File: src/rtl/mem_access_unit_pkg.sv
// ============================================================================
// Module      : mem_access_unit_pkg
// Description : Shared memory-op encodings, size codes and M-stage FSM states.
// Revision    : 1.0 - initial release
// ============================================================================
`default_nettype none

package mem_access_unit_pkg;

    localparam logic [5:0] c_OP_LB  = 6'h01;
    localparam logic [5:0] c_OP_LBU = 6'h02;
    localparam logic [5:0] c_OP_LH  = 6'h03;
    localparam logic [5:0] c_OP_LHU = 6'h04;
    localparam logic [5:0] c_OP_LW  = 6'h05;
    localparam logic [5:0] c_OP_SB  = 6'h06;
    localparam logic [5:0] c_OP_SH  = 6'h07;
    localparam logic [5:0] c_OP_SW  = 6'h08;

    localparam logic [1:0] c_SIZE_BYTE = 2'd0;
    localparam logic [1:0] c_SIZE_HALF = 2'd1;
    localparam logic [1:0] c_SIZE_WORD = 2'd2;

    typedef enum logic [2:0] {
        ST_IDLE      = 3'd0,
        ST_WAIT_ADDR = 3'd1,
        ST_WAIT_DATA = 3'd2,
        ST_DONE      = 3'd3,
        ST_DRAIN     = 3'd4
    } mau_state_t;

    function automatic logic [1:0] op_size(input logic [5:0] op);
        case (op)
            c_OP_LB, c_OP_LBU, c_OP_SB: op_size = c_SIZE_BYTE;
            c_OP_LH, c_OP_LHU, c_OP_SH: op_size = c_SIZE_HALF;
            default:                    op_size = c_SIZE_WORD;
        endcase
    endfunction

endpackage

`default_nettype wire

File: src/rtl/mem_access_unit_load_align.sv
// ============================================================================
// Module      : load_align
// Description : Load lane select and sign/zero extension (shared with forwarding).
// Revision    : 1.0 - initial release
// ============================================================================
`default_nettype none

module load_align
    import mem_access_unit_pkg::*;
(
    input  logic [5:0]  i_op,
    input  logic [1:0]  i_addr_lo,
    input  logic [31:0] i_rdata,
    output logic [31:0] o_result
);

    logic [7:0]  w_byte;
    logic [15:0] w_half;

    always_comb begin
        case (i_addr_lo)
            2'd0:    w_byte = i_rdata[7:0];
            2'd1:    w_byte = i_rdata[15:8];
            2'd2:    w_byte = i_rdata[23:16];
            default: w_byte = i_rdata[31:24];
        endcase
        w_half = i_addr_lo[1] ? i_rdata[31:16] : i_rdata[15:0];

        case (i_op)
            c_OP_LB:  o_result = {{24{w_byte[7]}}, w_byte};
            c_OP_LBU: o_result = {24'd0, w_byte};
            c_OP_LH:  o_result = {{16{w_half[15]}}, w_half};
            c_OP_LHU: o_result = {16'd0, w_half};
            default:  o_result = i_rdata;
        endcase
    end

endmodule

`default_nettype wire

File: src/rtl/mem_access_unit.sv
// ============================================================================
// Module      : mem_access_unit
// Description : M-stage load/store unit driving an sram-like data port.
// Revision    : 1.0 - initial release
// ============================================================================
`default_nettype none

module mem_access_unit
    import mem_access_unit_pkg::*;
(
    input  logic        clk,
    input  logic        rst,
    input  logic        M_mem_en,
    input  logic        M_mem_ren,
    input  logic        M_mem_wen,
    input  logic [5:0]  M_mem_op,
    input  logic [31:0] M_mem_addr,
    input  logic [31:0] M_mem_va,
    input  logic [31:0] M_mem_wdata,
    input  logic        M_ena,
    input  logic        M_flush,
    output logic        data_req,
    output logic        data_wr,
    output logic [1:0]  data_size,
    output logic [31:0] data_addr,
    output logic [31:0] data_wdata,
    input  logic        data_addr_ok,
    input  logic        data_data_ok,
    input  logic [31:0] data_rdata,
    output logic [31:0] M_mem_rdata,
    output logic        M_mem_stall,
    output logic        M_adel,
    output logic        M_ades,
    output logic [31:0] M_badvaddr
);

    mau_state_t  r_state;
    mau_state_t  w_next;
    logic        r_flush;
    logic [31:0] r_rdata;
    logic [31:0] r_addr;
    logic [31:0] r_wdata;
    logic [5:0]  r_op;
    logic [1:0]  r_size;
    logic        r_wr;
    logic        r_load;

    logic        w_ld_op;
    logic        w_st_op;
    logic        w_load;
    logic        w_store;
    logic [1:0]  w_size;
    logic        w_misalign;
    logic        w_go;
    logic [31:0] w_wdata;
    logic [31:0] w_aligned;

    always_comb begin
        w_ld_op = (M_mem_op == c_OP_LB) || (M_mem_op == c_OP_LBU) || (M_mem_op == c_OP_LH) ||
                  (M_mem_op == c_OP_LHU) || (M_mem_op == c_OP_LW);
        w_st_op = (M_mem_op == c_OP_SB) || (M_mem_op == c_OP_SH) || (M_mem_op == c_OP_SW);
        w_load  = M_mem_en && M_mem_ren && w_ld_op;
        w_store = M_mem_en && M_mem_wen && w_st_op;
        w_size  = op_size(M_mem_op);
        w_misalign = ((w_size == c_SIZE_HALF) && M_mem_addr[0]) ||
                     ((w_size == c_SIZE_WORD) && (M_mem_addr[1:0] != 2'd0));
        w_go    = (w_load || w_store) && !w_misalign && !M_flush;
        case (w_size)
            c_SIZE_BYTE: w_wdata = {4{M_mem_wdata[7:0]}};
            c_SIZE_HALF: w_wdata = {2{M_mem_wdata[15:0]}};
            default:     w_wdata = M_mem_wdata;
        endcase
        M_adel     = w_load && w_misalign;
        M_ades     = w_store && w_misalign;
        M_badvaddr = (M_adel || M_ades) ? M_mem_va : 32'd0;
    end

    load_align u_load_align (
        .i_op      (r_op),
        .i_addr_lo (r_addr[1:0]),
        .i_rdata   (data_rdata),
        .o_result  (w_aligned)
    );

    always_ff @(posedge clk) begin
        if (rst) begin
            r_state <= ST_IDLE;
        end else begin
            r_state <= w_next;
        end
    end

    // A response that arrives together with a flush is dropped on the spot;
    // waiting in DRAIN for it would never end.
    always_comb begin
        w_next = r_state;
        case (r_state)
            ST_IDLE: begin
                if (w_go) begin
                    w_next = data_addr_ok ? ST_WAIT_DATA : ST_WAIT_ADDR;
                end
            end
            ST_WAIT_ADDR: begin
                if (data_addr_ok) begin
                    w_next = (r_flush || M_flush) ? ST_DRAIN : ST_WAIT_DATA;
                end
            end
            ST_WAIT_DATA: begin
                if (M_flush) begin
                    w_next = data_data_ok ? ST_IDLE : ST_DRAIN;
                end else if (data_data_ok) begin
                    w_next = ST_DONE;
                end
            end
            ST_DONE: begin
                if (M_ena || M_flush) begin
                    w_next = ST_IDLE;
                end
            end
            ST_DRAIN: begin
                if (data_data_ok) begin
                    w_next = ST_IDLE;
                end
            end
            default: w_next = ST_IDLE;
        endcase
    end

    // Request fields are captured at issue so an accepted-pending request stays
    // intact even if the pipeline flushes M underneath it.
    always_ff @(posedge clk) begin
        if (rst) begin
            r_flush <= 1'b0;
            r_rdata <= 32'd0;
            r_addr  <= 32'd0;
            r_wdata <= 32'd0;
            r_op    <= 6'd0;
            r_size  <= 2'd0;
            r_wr    <= 1'b0;
            r_load  <= 1'b0;
        end else begin
            if ((r_state == ST_IDLE) && w_go) begin
                r_addr  <= M_mem_addr;
                r_wdata <= w_wdata;
                r_op    <= M_mem_op;
                r_size  <= w_size;
                r_wr    <= M_mem_wen;
                r_load  <= w_load;
            end
            if (w_next == ST_IDLE) begin
                r_flush <= 1'b0;
            end else if ((r_state == ST_WAIT_ADDR) && M_flush) begin
                r_flush <= 1'b1;
            end
            if ((r_state == ST_WAIT_DATA) && data_data_ok && !M_flush) begin
                r_rdata <= r_load ? w_aligned : 32'd0;
            end
        end
    end

    always_comb begin
        data_req    = 1'b0;
        data_wr     = 1'b0;
        data_size   = 2'd0;
        data_addr   = 32'd0;
        data_wdata  = 32'd0;
        M_mem_stall = 1'b0;
        M_mem_rdata = 32'd0;
        case (r_state)
            ST_IDLE: begin
                if (w_go) begin
                    data_req    = 1'b1;
                    data_wr     = M_mem_wen;
                    data_size   = w_size;
                    data_addr   = M_mem_addr;
                    data_wdata  = w_wdata;
                    M_mem_stall = 1'b1;
                end
            end
            ST_WAIT_ADDR: begin
                data_req    = 1'b1;
                data_wr     = r_wr;
                data_size   = r_size;
                data_addr   = r_addr;
                data_wdata  = r_wdata;
                M_mem_stall = 1'b1;
            end
            ST_WAIT_DATA: M_mem_stall = 1'b1;
            ST_DONE:      M_mem_rdata = r_rdata;
            ST_DRAIN:     M_mem_stall = M_mem_en;
            default:      M_mem_stall = 1'b0;
        endcase
    end

endmodule

`default_nettype wire

File: config.mk
export PLATFORM = sky130hd
export DESIGN_NAME = mem_access_unit
export DESIGN_NICKNAME = d
export VERILOG_FILES = /design/src/rtl/mem_access_unit_pkg.sv /design/src/rtl/mem_access_unit_load_align.sv /design/src/rtl/mem_access_unit.sv
export SDC_FILE = /design/constraint.sdc
export NUM_CORES = 1
export LEC_CHECK = 0
export CORE_MARGIN = 2
export CORE_UTILIZATION = 39
export CTS_BUF_LIST = sky130_fd_sc_hd__clkbuf_16
export CTS_CLUSTER_DIAMETER = 150
export DETAILED_ROUTE_END_ITERATION = 12
export PLACE_DENSITY = 0.78
export SLEW_MARGIN = 10
export SYNTH_ARGS = -nofsm -noshare
export SYNTH_HDL_FRONTEND = slang
export SYNTH_SLANG_ARGS = --single-unit
File: constraint.sdc
create_clock -name clk -period 2.82 [get_ports clk]
set_clock_uncertainty 0.2 [all_clocks]
set_input_delay 0.564 -clock clk [delete_from_list [all_inputs] [get_ports clk]]
set_output_delay 0.564 -clock clk [all_outputs]
set_load 0.1 [all_outputs]
==> impl_metrics.toml <==
[run_status]
status = "complete, but fails checks"
violations = "setup timing"

[die]
io_pins = 278
design.die.area_sq_um = 17720
core.rowCount = 47
die_h_um = 133.1
die_x_um = 133.1
initial_core_util = 0.3949
core_area_sq_um = 16470

[final_layout]
drive_above_1_share = 0.4266
area_growth_pct = 127.3
nFillCells = 678
final_nets = 1432
finalInstanceArea_sq_um = 14780

[worst_setup_path]
cpPeakStageDelay_ns = 0.58
path_buf_inv = 6
critical_path_class = "in2out"
critPathArrivalTime_ns = 2.63
path_depth = 10
cp_slowest_cell = "mux2i_1"
critPathLaunchType = "primary input"
cp-end-kind = "output pin"
cp.required_ns = 2.06
cp_top_family = "buffers and inverters"
crit_fanout = 8
reg2reg_depth = 12
crit_top_cell = "buf_12"
cp_cell_sequence = "buf_8, buf_6, nor3_4, buf_12, o21ai_4, buf_6, buf_12, mux2i_1, o21ai_4, buf_12"

[timing]
worst_slack_ns = -0.5742
slew_viol_final = 0
fin_crit_sh = 1.204
finalSetupTns_ns = -44.37
setup_viol = 120
hold_violations = 0
period_needed_ns = 3.394
rsz0062_at_grt = "true"
max_freq_ghz = 0.2946
relSlewSlack = 0.4919
worst_pin_slew_ns = 0.7410

[clock_tree]
cts.sinks = 110
numCtsBuffers = 9
clk_latency_ns = 0.36
cts_root_buf = "clkbuf_16"
clockBufferDepth = 2
clk_pin_slew_ns = 0.08
hold_buffers = 0
cts_htree_levels = 3
tritoncts = "done"

[global_routing]
grt_antenna_before_repair = 2
grt_pass1_vias = 9176
grt_first_pass_wirelength_um = 53070
grt_overflow = 0
grt_use_total = 0.3799
grt_start_max_net_pins = 69

[power_and_ir_drop]
p_seq_frac = 0.412
power.switching_mw = 1.107
p_int_mw = 2.671
clock_power_share = 0.356
swShare = 0.2930
vdd.ir_drop.worst_mv = 0.2477
power_density_nw_per_um2 = 255.5
p_leak_nw = 5.577
p_comb_frac = 0.232

[drt]
remaining_drc_errors = 0
first_pass_iters = 8
routed_wl_um = 37270
via_per_inst = 6.163
ant_nets = 0
route.detailed.wl_per_inst_um = 24.58
drt-initial-drc-count = 1010
num_vias = 9343

[synth]
syn_area_per_cell_sq_um = 7.249
synthCells = 897
synth-seq-area-share = 0.3387
synth.ff_latch_count = 110
yosysUniqueCellTypes = 62
synth-async-reset-ratio = 0
netlist_area_sq_um = 6502
yosys_warnings = 0
syn_nets = 1040
synth-main-ff-cell = "dfxtp_1"
synth_edf_count = 0

[worst_hold_path]
hold_path_depth = 2
worst_hold_path_type = "reg2reg"

[placed_design]
post-dp-hpwl_um = 21080
io_buffers = 277
gp_congestion = 0.9187
placed_area_sq_um = 13210

[run]
cap_violations = 0
-- placed cells by master (no fill, tap or decap), types with 8 or more instances in the layout --
cell type / instances
a21oi_1: 81
a311oi_1: 8
a31o_2: 18
and2_1: 33
and2_4: 33
buf_12: 150
buf_16: 13
buf_4: 128
buf_6: 26
clkbuf_16: 11
clkdlybuf4s50_1: 130
dfxtp_1: 108
inv_1: 10
mux2i_1: 25
nand2_1: 125
nand2_8: 41
nand2b_1: 11
nand3_1: 9
nand3_4: 43
nor2_1: 39
nor4_1: 10
o211ai_1: 17
o21ai_0: 60
o21ai_4: 28
o31ai_1: 9
o41ai_1: 8
-- metal layers --
metal	share of wire	track usage
met5	0	0
met4	0.080	0.2128
met3	0.083	0.07686
met2	0.49	0.6779
met1	0.34	0.4226
-- cell families (layout without fill, tap and decap cells) --
group / count (synthesis) / count (layout) / synth area share
AO/OA/AOI/OAI: 277 / 277 / 0.2690
buffers and inverters: 92 / 489 / 0.05734
flip-flops: 110 / 110 / 0.3387
other: 0 / 2 / 0
multiplexers: 26 / 26 / 0.04195
XOR/XNOR: 2 / 2 / 0.002694
AND/OR/NAND/NOR: 390 / 390 / 0.2904
-- flip-flops by register name, summed over array words and instances (netlist names) --
register	flops
r_addr	32
r_rdata	32
r_wdata	32
r_op	6
r_state	3
r_size	2
r_flush	1
r_load	1
r_wr	1
-- through the flow --
stage          worst slack, ns  instances  hold slack, ns  utilization  power, mW
2_1_floorplan          -0.5838        897          0.2113            -      1.890
4_1_cts                -0.4921       1495          0.2519       0.8813      3.680
6_report               -0.5742       1516          0.2492       0.8977      3.777
3_3_place_gp           -0.6709       1417          0.2248       0.8022      2.297
5_1_grt                -0.5868       1516          0.2719       0.8977      3.853
3_5_place_dp           -0.7207       1417          0.2348       0.8022      2.307
-- cell usage after synthesis (3+ instances only) --
cell,instances,area share
nand3_1,52,0.040
o31ai_1,9,0.010
a311oi_1,8,0.011
clkbuf_1,62,0.036
nor4_1,18,0.017
a22oi_1,7,0.0081
a31o_2,18,0.024
nand2b_1,11,0.011
o21ai_1,11,0.0085
and2_1,66,0.063
o41ai_1,10,0.013
buf_2,10,0.0077
nand2_1,167,0.096
o31ai_2,5,0.0096
o221ai_1,7,0.0094
nor2b_1,3,0.0029
and3_1,4,0.0038
o211ai_1,17,0.020
nor3b_1,3,0.0035
buf_1,7,0.0040
a21oi_1,82,0.063
o21a_1,3,0.0035
nor2_1,42,0.024
nor3_1,7,0.0054
dfxtp_1,110,0.34
inv_1,9,0.0052
o21ai_0,83,0.064
mux2i_1,25,0.038
-- power by group through the flow --
stage	sequential [mW]	combinational [mW]	clock, mW
finish	1.56	0.875	1.34
CTS	1.56	0.798	1.33
global route	1.56	0.899	1.40
detailed placement	1.59	0.713	0
global placement	1.59	0.704	0
floorplan	1.59	0.298	0
-- worst reg2reg max path, cell delays in order (launching register included) --
cell	delay, ns
dfxtp_2	0.33
or4_4	0.51
buf_4	0.16
buf_6	0.10
buf_6	0.10
buf_6	0.12
nor2_2	0.10
o211ai_1	0.15
buf_4	0.19
buf_4	0.18
buf_12	0.17
o21ai_0	0.24
a21oi_1	0.15
-- layout make-up --
type | instances | area, sq um | area share
repair buffers | 463 | 6168 | 0.4173
multi-input cells | 695 | 5791 | 0.3917
flip-flops and latches | 110 | 2205 | 0.1491
well taps | 220 | 275.3 | 0.01862
clock buffers | 9 | 225.2 | 0.01524
clock inverters | 7 | 75.07 | 0.005079
inverters | 10 | 37.54 | 0.002539
diodes | 2 | 5.005 | 0.0003386
-- timing repair --
action | CTS | global route
resized for setup | 95 | 37
endpoints found under the hold margin | 0 | 0
cloned | 12 | 4
buffers inserted | 53 | 23
pin swaps | 35 | 33
setup endpoints to repair | 176 | 127
-- worst paths after layout --
kind | slack, ns | end | startpoint
setup reg to reg | -0.03 | r_op[0] | r_state[2]
setup / recovery | -0.57 | data_wdata[14] | M_mem_op[5]
hold reg to reg | 0.25 | r_rdata[29] | r_rdata[29]
hold / removal | 0.25 | r_rdata[29] | r_rdata[29]
No activity file was read; power rests on OpenSTA's default activity.
